### src/rtl/irq_controller.sv
// rtl/irq_controller.sv - two-source interrupt controller: sync, edge detect, pend, mask, dispatch
// Timer is source 1 (bit 0, highest priority); external async line is source 2 (bit 1).
module irq_controller #(
  parameter int SYNC_STAGES = 2
) (
  input  logic       clk,
  input  logic       reset,
  input  logic       irq_timer,
  input  logic       irq_ext,
  input  logic       reti,
  input  logic       mask_we,
  input  logic [1:0] mask_in,
  output logic       s_intr1,
  output logic       s_intr2,
  output logic       busy,
  output logic [1:0] pending,
  output logic [1:0] mask,
  output logic       reti_err
);

  typedef enum logic {IDLE, SERVICE} state_t;

  state_t                 state_q, state_d;
  logic [SYNC_STAGES-1:0] sync_q, sync_d;
  logic                   ext_hist_q, ext_hist_d;
  logic                   tmr_hist_q, tmr_hist_d;
  logic [1:0]             pending_q, pending_d;
  logic [1:0]             mask_q, mask_d;
  logic                   s_intr1_q, s_intr1_d;
  logic                   s_intr2_q, s_intr2_d;
  logic                   busy_q, busy_d;
  logic                   reti_err_q, reti_err_d;

  logic       ext_edge;
  logic       tmr_edge;
  logic [1:0] eligible;
  logic [1:0] served;
  logic       dispatch;

  always_comb begin
    sync_d     = {sync_q[SYNC_STAGES-2:0], irq_ext};
    ext_hist_d = sync_q[SYNC_STAGES-1];
    tmr_hist_d = irq_timer;
    ext_edge   = sync_q[SYNC_STAGES-1] & ~ext_hist_q;
    tmr_edge   = irq_timer & ~tmr_hist_q;

    eligible = pending_q & mask_q;
    dispatch = (state_q == IDLE) && (eligible != 2'b00) && !reti;
    served   = 2'b00;
    if (dispatch) begin
      served = eligible[0] ? 2'b01 : 2'b10;
    end

    // A fresh edge on the edge that services the same source is kept pending.
    pending_d = (pending_q & ~served) | {ext_edge, tmr_edge};
    mask_d    = mask_we ? mask_in : mask_q;
    s_intr1_d = served[0];
    s_intr2_d = served[1];

    state_d    = state_q;
    busy_d     = busy_q;
    reti_err_d = reti_err_q;
    case (state_q)
      IDLE: begin
        if (reti) begin
          reti_err_d = 1'b1;
        end else if (dispatch) begin
          state_d = SERVICE;
          busy_d  = 1'b1;
        end
      end
      SERVICE: begin
        if (reti) begin
          state_d = IDLE;
          busy_d  = 1'b0;
        end
      end
      default: begin
        state_d = IDLE;
        busy_d  = 1'b0;
      end
    endcase
  end

  always_ff @(posedge clk or negedge reset) begin
    if (!reset) begin
      state_q    <= IDLE;
      sync_q     <= '0;
      ext_hist_q <= 1'b0;
      tmr_hist_q <= 1'b0;
      pending_q  <= 2'b00;
      mask_q     <= 2'b00;
      s_intr1_q  <= 1'b0;
      s_intr2_q  <= 1'b0;
      busy_q     <= 1'b0;
      reti_err_q <= 1'b0;
    end else begin
      state_q    <= state_d;
      sync_q     <= sync_d;
      ext_hist_q <= ext_hist_d;
      tmr_hist_q <= tmr_hist_d;
      pending_q  <= pending_d;
      mask_q     <= mask_d;
      s_intr1_q  <= s_intr1_d;
      s_intr2_q  <= s_intr2_d;
      busy_q     <= busy_d;
      reti_err_q <= reti_err_d;
    end
  end

  assign s_intr1  = s_intr1_q;
  assign s_intr2  = s_intr2_q;
  assign busy     = busy_q;
  assign pending  = pending_q;
  assign mask     = mask_q;
  assign reti_err = reti_err_q;

endmodule

### config.mk
export PLATFORM = sky130hd
export DESIGN_NAME = irq_controller
export DESIGN_NICKNAME = d
export VERILOG_FILES = /design/src/rtl/irq_controller.sv
export SDC_FILE = /design/constraint.sdc
export NUM_CORES = 1
export LEC_CHECK = 0
export BUFFER_PORTS_ARGS = -buffer_cell sky130_fd_sc_hd__buf_2
export CAP_MARGIN = 20
export CORE_AREA = 2 2 39 41
export CTS_CLUSTER_DIAMETER = 50
export DETAILED_ROUTE_END_ITERATION = 7
export DIE_AREA = 0 0 41 43
export GPL_ROUTABILITY_DRIVEN = 0
export PLACE_DENSITY_LB_ADDON = 0.1
export SYNTH_ARGS = -nofsm -noshare
export SYNTH_HDL_FRONTEND = slang
export SYNTH_SLANG_ARGS = --single-unit
### constraint.sdc
create_clock -name clk -period 2.2 [get_ports clk]
set_clock_uncertainty 0.15 [all_clocks]
set_input_delay 0.55 -clock clk [delete_from_list [all_inputs] [get_ports clk]]
set_output_delay 0.55 -clock clk [all_outputs]
set_load 0.05 [all_outputs]
# --- After elaboration in Yosys (flattened, before gate mapping) ---
# Cells that the tools add are included.
word_totals:
  regBits: 13
  out_inout_bits: 8
  elab_cells: 38
op_classes:
  n_eq_ne: 3
  mux: 10
  bitwise: 9
  reduce_logical: 6
op_table:
  columns: ["op", "n"]
  rows:
  - ["$mux 1", 6]
  - ["$ne 2x2->1 const B", 3]
  - ["$and 2x2->2", 2]
  - ["$mux 2", 2]
  - ["$pmux 1 s2", 2]
  - ["$not 1->1", 3]
  - ["$reduce_and 3->1", 1]
  - ["$and 1x1->1", 2]
  - ["$logic_and 1x1->1", 2]
  - ["$not 2->2", 1]
  - ["$or 2x2->2", 1]
  - ["$reduce_and 2->1", 1]
  - ["$reduce_bool 2->1", 1]
  - ["$logic_not 1->1", 1]

# --- Longest topological paths before layout ---
# Gate-level depths: netlist of run 1.
depth:
  ltp_word: 8
  depth_mapped: 3
  ltp_nobuf: 3

# --- Worst setup path after synthesis of run 1 ---
# Ideal clock, no wire load.
synth_path:
  path_type: "reg2out"
  from: "reg mask_q[0] (netlist: mask[0])"
  to: "out mask[0]"
  arrival_time_ps: 639
  t_required_ps: 1500
  setup_slack_ps: 861
  path_stages_with_launch: 1
  cell_sequence: "dfrtp_1"
synth_rtl:
  columns: ["element", "line_no", "source"]
  rows:
  - ["start, declared", "28", "logic [1:0] mask_q, mask_d;"]
  - ["start signal, assigned", "103", "mask_q <= mask_d;"]
  - ["end, declared", "17", "output logic [1:0] mask,"]
# No word-level cell between the ends.

# --- Worst setup path in the final report of run 1 ---
layout_path:
  from: "reg mask_q[0] (netlist: mask[0])"
  to: "out mask[0]"
# No word-level cell between the ends.

==> results of run 1 <==
logic make-up after synthesis:
group	Yosys count
muxes	2
AOI/OAI and AO/OA	6
and+or+nand+nor	8
buffers and inverters	4
DFF	13
how the worst min path moves through the flow:
stage	cells after the start	end	slack (ns)
2_1_floorplan	0	busy$_DFFE_PN0P_	0.10
3_3_place_gp	0	sync_q[1]$_DFF_PN0_	0.18
3_5_place_dp	0	sync_q[1]$_DFF_PN0_	0.19
4_1_cts	1	s_intr1$_DFF_PN0_	0.004
5_1_grt	1	ext_hist_q$_DFF_PN0_	0.008
6_report	1	s_intr1$_DFF_PN0_	0.001
worst reg2reg max path: cells and delay by family, from the launching register on:
| kind | cells | cell delay, ns |
|---|---|---|
| simple gates | 2 | 0.25 |
| flops | 1 | 0.43 |
| compound gates | 1 | 0.20 |
stage by stage:
stage,utilization,power (mW)
2_1_floorplan,-,0.376
3_3_place_gp,0.389,0.413
3_5_place_dp,0.389,0.417
4_1_cts,0.408,0.561
5_1_grt,0.408,0.584
6_report,0.408,0.551
routing by layer:
metal  vias to the layer above  global-route usage  part of all wire  wire length, um
li1                        147                   -                 -                -
met1                       143               0.146              0.41              315
met2                        14               0.172              0.48              371
met3                         0              0.0366              0.10               80
met4                         0              0.0400                 0                0
met5                         -                   0                 0                0
state kept, by name, indices dropped and copies added, names as in the netlist:
register    cells
busy            1
ext_hist_q      1
mask            2
pending         2
reti_err        1
s_intr1         1
s_intr2         1
state_q         1
sync_q          2
tmr_hist_q      1
placed cells by master, fill, tap and decap left out, drive strengths merged, types with 2 or more instances in the layout:
master and instances:
buf 15, dfrtp 13, nand2 4, inv 4, clkbuf 4, a22o 2
mux2 2, nor2 2
cell type report:
cell class | instances | area [um^2] | area share
clock buffers | 4 | 26.3 | 0.0466
inverters | 4 | 15.0 | 0.0266
multi-input cells | 16 | 103 | 0.182
flip-flops and latches | 13 | 325 | 0.576
well taps | 16 | 20.0 | 0.0355
repair buffers | 15 | 75.1 | 0.133
power breakdown:
| group | switching (mW) | internal, mW | leakage (nW) | total (mW) |
|---|---|---|---|---|
| logic | 0.0962 | 0.0330 | 0.124 | 0.129 |
| clock network | 0.0709 | 0.0701 | 0.0150 | 0.141 |
| registers | 0.0180 | 0.263 | 0.151 | 0.281 |
| total | 0.185 | 0.366 | 0.290 | 0.551 |
==> reports/qor.csv, run 1 <==
metric;value;unit
status;completed;
fin_area;564;um^2
irDropWorstVdd;0.314;mV
synth.area.top_cells;dfrtp_1, mux2_1, a22o_1, inv_1, nand2_1;
path_cells;buf_2;
cp_slowest_cell;dfrtp_1;
syn_to_final_growth;27.4;%
p_leak;0.290;nW
synthAdderAreaFrac;0;
n_fill_cell;148;
cp_num_buf_inv;1;
layout.cells.non_filler;68;
netlist_instances;33;
clk_pin_slew_worst_paths;0.08;ns
max-slew-margin-rel;0.813;
crit_cells;1;
dr.pass1.iters;2;
dpl.hpwl;596;um
worst_slack;0.546;ns
rsz0062_at_grt;false;
synth.area.mux_share;0.0508;
synth-compound-area-share;0.102;
grt_pass1_vias;331;
place_area;538;um^2
start_kind;register;
cts_root_buf;clkbuf_4;
post-place-ws;0.834;ns
vias;304;
drt-initial-drc-count;5;
synthXorXnorAreaFrac;0;
synth_fp_nets;41;
layout-drive-gt1-share;0.365;
wire_per_inst;11.3;um
r2r-end;pending[1]$_DFF_PN0_;
finalWirelength;767;um
ys.flop_type;dfrtp_1;
timing.setup.tns;0;ns
viasPerCell;4.47;
die_w;41;um
synth.largest_area_cell;dfrtp_1;
grt_usage;0.113;
die_h;43;um
synthSimpleGateAreaFrac;0.0791;
synth_cell_types;13;
min_path_type;input port to async pin;
power_per_cell_area;977;nW/um^2
cap_violations;0;
ys_ff_latch;13;
finalCritPeriodShare;0.752;
synth-edff-count;0;
dp_cells;64;
crit_type;register to output pin;
crit_start;mask[0]$_DFFE_PN0P_;
cts_hold_buf;0;
hold_ws;0.00135;ns
fp-row-count;14;
layout.nets;61;
yosysMostFrequentCell;dfrtp_1;
cts.sinks;13;
syn_area;443;um^2
cts.repair.resized;0;
cp_slowest_stage_delay;0.40;ns
antenna_found_initial;0;
setup_violations;0;
insertion_delay;0.26;ns
yosys_warnings;0;
async_flop_share;1.00;
finalHoldViolCount;0;
grt_pass1_wl;1.35;mm
r2r-start;state_q$_DFF_PN0_;
cp_top_family;flip-flops;
ant_nets;0;
ios;16;
cts_max_path_buffers;2;
cp_max_fo;5;
post-route-drc-count;0;
r2r_cells;3;
initial_core_util;0.320;
n_antenna_cell;0;
worstMarginPinSlew;0.280;ns
cts_buffers;3;
grt_max_degree;14;
cp.arrival;0.95;ns
overflow;0;
fmax;0.605;GHz
r2r_slack;1.06;ns
cts_tree;yes;
netlist.area_leader.share;0.734;
cts_max_level;1;
io_buffer_count;15;
synth_top_family_by_area;compound AO/OA/AOI/OAI gates;
synth_seq_area_share;0.734;
cp_data_required_time;1.50;ns
synth_common_cells;dfrtp_1, inv_1, nand2_1;
cts_setup_buffers;0;
dieArea;1760;um^2
finalMaxSlewViolations;0;
min_period;1.65;ns
synth.avg_cell_area;13.4;um^2
endpoint_kind;output pin;
core_area;1380;um^2
crit_end;mask[0];
(Power assumes the default switching activity.)
==> run 2: changes to the inputs <==
- ABC_AREA: unset -> 1
- CORE_AREA: 2 2 39 41 -> 2 2 40 42
- DIE_AREA: 0 0 41 43 -> 0 0 42 44
- clock period: 2.2 -> 1.7 ns (I/O delays scaled with it)
==> run 2 against run 1 <==
Non-clock buffer count rose by 1. Cell count up 16%. Critical path type unchanged. Register-to-register slack got worse by 0.35 ns.
==> reports/qor.csv, run 2 <==
metric;value;unit;change
status;completed;;unchanged
endpoint_kind;output pin;;unchanged
io_buffer_count;15;;unchanged
wire_per_inst;9.18;um;was 11.3 um
dieArea;1850;um^2;was 1760 um^2
synth_cell_types;11;;was 13
overflow;0;;unchanged
final_cell_mix;buf_2, dfrtp_1, nand2_1;;was buf_2, dfrtp_1, nand2_1, inv_1, clkbuf_4
layout-drive-gt1-share;0.349;;was 0.365
yosysMostFrequentCell;dfrtp_1;;unchanged
cts_root_buf;clkbuf_4;;unchanged
netlist.area_leader.share;0.710;;was 0.734
post-route-drc-count;0;;unchanged
hold_path_depth;1;;
die_h;44;um;was 43 um
rsz0062_at_grt;false;;unchanged
n_fill_cell;160;;was 148
viasPerCell;4.19;;was 4.47
max-slew-margin-rel;0.809;;was 0.813
syn_area;458;um^2;was 443 um^2
cts.repair.resized;0;;unchanged
layout.cells.non_filler;79;;was 68
cp_num_buf_inv;1;;unchanged
hold_end;sync_q[0]$_DFF_PN0_;;
clk_pin_slew_worst_paths;0.08;ns;about the same
core_area;1420;um^2;was 1380 um^2
die_w;42;um;was 41 um
cp_slowest_cell;dfrtp_1;;unchanged
ys.flop_type;dfrtp_1;;unchanged
irDropWorstVdd;0.564;mV;was 0.314 mV
initial_core_util;0.323;;was 0.320
dr.pass1.iters;2;;unchanged
synth-edff-count;0;;unchanged
timing.setup.tns;0;ns;unchanged
cp_data_required_time;1.12;ns;was 1.50 ns
finalHoldViolCount;0;;unchanged
antenna_found_initial;0;;unchanged
async_flop_share;1.00;;unchanged
cts_max_level;1;;unchanged
crit_type;register to output pin;;unchanged
cp_max_fo;3;;was 5
start_kind;register;;unchanged
setup_violations;0;;unchanged
fmax;0.668;GHz;
synth_fp_nets;51;;was 41
grt_pass1_wl;1.37;mm;was 1.35 mm
dp_cells;74;;was 64
syn_to_final_growth;28.7;%;was 27.4%
cts_tree;yes;;unchanged
dpl.hpwl;530;um;was 596 um
drt-initial-drc-count;2;;was 5
synth.avg_cell_area;10.6;um^2;was 13.4 um^2
n_antenna_cell;0;;unchanged
ios;16;;unchanged
cp_top_family;flip-flops;;unchanged
layout.nets;72;;was 61
synth_common_cells;dfrtp_1, nand2_1, inv_1;;was dfrtp_1, inv_1, nand2_1
cap_violations;0;;unchanged
power_per_cell_area;1300;nW/um^2;was 977 nW/um^2
r2r_cells;4;;was 3
worstMarginPinSlew;0.286;ns;was 0.280 ns
finalWirelength;725;um;was 767 um
ant_nets;0;;unchanged
vias;331;;was 304
synth_seq_area_share;0.710;;was 0.734
r2r_slack;0.71;ns;was 1.06 ns
cts.sinks;13;;unchanged
grt_pass1_vias;339;;was 331
finalCritPeriodShare;0.881;;
layout_commonest_cell;buf_2;;unchanged
final_core_util;0.415;;was 0.408
min_path_type;input port to register;;was input port to async pin
cp_slowest_stage_delay;0.38;ns;was 0.40 ns
path_cells;buf_2;;unchanged
cts_max_path_buffers;2;;unchanged
p_leak;0.326;nW;was 0.290 nW
cts_buffers;3;;unchanged
min_period;1.50;ns;
grt_max_degree;14;;unchanged
ys_ff_latch;13;;unchanged
netlist_instances;43;;was 33
hold_path.startpoint;irq_ext;;
grt_usage;0.106;;was 0.113
cp.arrival;0.92;ns;was 0.95 ns
synth.largest_area_cell;dfrtp_1;;unchanged
r2r-end;pending[0]$_DFF_PN0_;;was pending[1]$_DFF_PN0_
synth.area.top_cells;dfrtp_1, nand2_1, inv_1, o21ai_1, o21ai_2;;was dfrtp_1, mux2_1, a22o_1, inv_1, nand2_1
yosys_warnings;0;;unchanged
finalMaxSlewViolations;0;;unchanged
r2r-start;state_q$_DFF_PN0_;;unchanged
fp-row-count;14;;unchanged
insertion_delay;0.27;ns;was 0.26 ns
run 2: logic make-up (layout without fill, tap and decap cells):
logic type,Yosys count,count (layout),synth area share
flip-flops,13,13,0.710
buffers and inverters,8,28,0.0656
AND/OR/NAND/NOR,16,16,0.145
AO/OA/AOI/OAI,6,6,0.0792
run 2: cell type report:
type / count / area [um^2] / area share
Timing Repair Buffer: 16 / 85.1 / 0.144
Multi-Input combinational cell: 22 / 103 / 0.174
Tap cell: 16 / 20.0 / 0.0340
Sequential cell: 13 / 325 / 0.552
Inverter: 8 / 30.0 / 0.0510
Clock buffer: 4 / 26.3 / 0.0446
run 2: worst max path at each step:
| stage | start | end | cells past startpoint |
|---|---|---|---|
| after floorplan | pending[1]$_DFF_PN0_ | pending[1]$_DFF_PN0_ | 5 |
| after global placement | pending[0]$_DFF_PN0_ | pending[0] | 1 |
| after detailed placement | pending[0]$_DFF_PN0_ | pending[0] | 1 |
| after CTS | pending[0]$_DFF_PN0_ | pending[0] | 1 |
| after global routing | pending[1]$_DFF_PN0_ | pending[1] | 1 |
| final | pending[0]$_DFF_PN0_ | pending[0] | 1 |
run 2: power by group:
part           internal, mW  leakage (nW)  switching (mW)
sequential            0.348         0.151          0.0214
clock                0.0910        0.0150          0.0976
combinational        0.0506         0.160           0.158
run 2: what timing repair did:
| action | 4_1_cts | 5_1_grt |
|---|---|---|
| hold buffers | 1 | 0 |
| buffers inserted | 0 | 0 |
| endpoints found under the hold margin | 13 | 0 |
run 2: per-layer routing:
metal / wire length, um / track usage / vias up
li1: - / - / 170
met1: 334 / 0.130 / 144
met2: 306 / 0.144 / 13
met3: 59 / 0.0417 / 4
met4: 24 / 0.0968 / 0
met5: 0 / 0 / -
run 2: metrics by stage:
stage,hold slack [ns],area [um^2],power (mW),setup WS (ns)
finish,0.102,589,0.767,0.202
global route,0.0830,589,0.819,0.142
floorplan,-0.0206,458,0.530,0.444
detailed placement,0.184,553,0.587,0.499
global placement,0.180,553,0.586,0.497
CTS,0.0915,589,0.784,0.187
==> run 3: changes to the inputs <==
- RECOVER_POWER: unset -> 25
==> run 3 against run 2 <==
Flip-flop and latch count unchanged. Design area down 0.42%. Maximum frequency about the same. Sequential share of layout area up 0.24 points. Die area unchanged. Routed wire length up 0.28%. Cell count unchanged. Register-to-register slack worse by 0.02 ns. Clock-buffer cell count unchanged. Via count unchanged. Critical path type unchanged. Critical endpoint unchanged.
==> reports/qor.csv, run 3 (same netlist as run 2, synthesis figures left out) <==
metric;value;unit;change
status;completed;;unchanged
finalWirelength;727;um;was 725 um
fmax;0.668;GHz;about the same
finalCritPeriodShare;0.881;;about the same
vias;331;;unchanged
crit_type;register to output pin;;unchanged
die_w;42;um;unchanged
cp_data_required_time;1.12;ns;about the same
p_int;0.488;mW;was 0.489 mW
worst_slack;0.202;ns;about the same
pwr-share-seq;0.484;;was 0.482
grt_max_degree;14;;unchanged
path_cells;buf_2;;unchanged
final_cell_mix;buf_2, nand2_1, dfrtp_1;;was buf_2, dfrtp_1, nand2_1
cp.arrival;0.92;ns;about the same
min_path_type;input port to register;;unchanged
syn_to_final_growth;28.1;%;was 28.7%
start_kind;register;;unchanged
cp_slowest_stage_delay;0.38;ns;about the same
clk_pin_slew_worst_paths;0.08;ns;about the same
die_h;44;um;unchanged
dr.pass1.iters;4;;was 2
endpoint_kind;output pin;;unchanged
n_fill_cell;161;;was 160
ant_nets;0;;unchanged
cts.repair.resized;0;;unchanged
worstMarginPinSlew;0.287;ns;was 0.286 ns
p_leak;0.326;nW;about the same
cap_violations;0;;unchanged
grt_pass1_wl;1.37;mm;unchanged
max-slew-margin-rel;0.808;;was 0.809
cp_top_family;flip-flops;;unchanged
timing.setup.tns;0;ns;unchanged
insertion_delay;0.27;ns;about the same
cts_hold_buf;1;;unchanged
initial_core_util;0.323;;unchanged
min_period;1.50;ns;about the same
irDropWorstVdd;0.564;mV;about the same
cp_slowest_cell;dfrtp_1;;unchanged
cts.sinks;13;;unchanged
finalHoldViolCount;0;;unchanged
ios;16;;unchanged
hold_ws;0.102;ns;about the same
cts_root_buf;clkbuf_4;;unchanged
cts_max_level;1;;unchanged
layout-drive-gt1-share;0.333;;was 0.349
fp-row-count;14;;unchanged
dieArea;1850;um^2;unchanged
finalMaxSlewViolations;0;;unchanged
combPwrFrac;0.270;;was 0.272
cts_max_path_buffers;2;;unchanged
overflow;0;;unchanged
dpl.hpwl;530;um;unchanged
grt_pass1_vias;339;;unchanged
layout_commonest_cell;buf_2;;unchanged
io_buffer_count;15;;unchanged
swShare;0.361;;was 0.362
drt-initial-drc-count;2;;unchanged
cts_setup_buffers;0;;unchanged
antenna_found_initial;0;;unchanged
grt_usage;0.106;;unchanged
setup_violations;0;;unchanged
power_per_cell_area;1300;nW/um^2;about the same
cts_buffers;3;;unchanged
cp_max_fo;3;;unchanged
core_area;1420;um^2;unchanged
wire_per_inst;9.20;um;was 9.18 um
n_antenna_cell;0;;unchanged
cp_num_buf_inv;1;;unchanged
viasPerCell;4.19;;unchanged
rsz0062_at_grt;false;;unchanged
layout.nets;72;;unchanged
post-place-ws;0.499;ns;unchanged
power.switching;0.275;mW;was 0.277 mW
post-route-drc-count;0;;unchanged
cts_tree;yes;;unchanged
power_frac_clock;0.247;;was 0.246
[run 3: cell counts in the layout (fill, tap and decap cells not counted)]
Identical to the previous run, type by type.
[run 3: stage by stage]
step | instance area, um^2 | util | total power [mW] | instances
finish | 587 | 0.414 | 0.764 | 79
CTS | 589 | 0.415 | 0.784 | 79
global placement | 553 | 0.390 | 0.586 | 74
floorplan | 458 | - | 0.530 | 43
detailed placement | 553 | 0.390 | 0.587 | 74
global route | 587 | 0.414 | 0.817 | 79
[run 3: power by group through the flow]
stage / clock network (mW) / logic (mW) / registers [mW]
6_report: 0.188 / 0.206 / 0.369
5_1_grt: 0.212 / 0.226 / 0.378
2_1_floorplan: 0 / 0.0520 / 0.478
3_3_place_gp: 0 / 0.210 / 0.376
4_1_cts: 0.200 / 0.213 / 0.371
3_5_place_dp: 0 / 0.210 / 0.377
[run 3: layout make-up]
class	instances	area [um^2]	area share
Sequential cell	13	325	0.554
Multi-Input combinational cell	22	100	0.171
Timing Repair Buffer	16	85.1	0.145
Inverter	8	30.0	0.0512
Clock buffer	4	26.3	0.0448
Tap cell	16	20.0	0.0341
[run 3: final timing paths]
| kind | from | to | slack, ns | cells after the start |
|---|---|---|---|---|
| setup / recovery | pending[0]$_DFF_PN0_ | pending[0] | 0.20 | 1 |
| hold / removal | irq_ext | sync_q[0]$_DFF_PN0_ | 0.10 | 1 |
| setup reg to reg | state_q$_DFF_PN0_ | pending[0]$_DFF_PN0_ | 0.69 | 4 |
| hold reg to reg | sync_q[0]$_DFF_PN0_ | sync_q[1]$_DFF_PN0_ | 0.21 | 0 |
| max in group asynchronous | reset | tmr_hist_q$_DFF_PN0_ | 0.77 | 2 |
| min in group asynchronous | reset | mask[1]$_DFFE_PN0P_ | 0.41 | 2 |
[run 3: per-layer routing]
layer	GRT usage	part of all wire	vias to the layer above	wire length, um
li1	-	-	170	-
met1	0.130	0.46	144	336
met2	0.144	0.43	13	311
met3	0.0417	0.074	4	54
met4	0.0968	0.033	0	24
met5	0	0	-	0
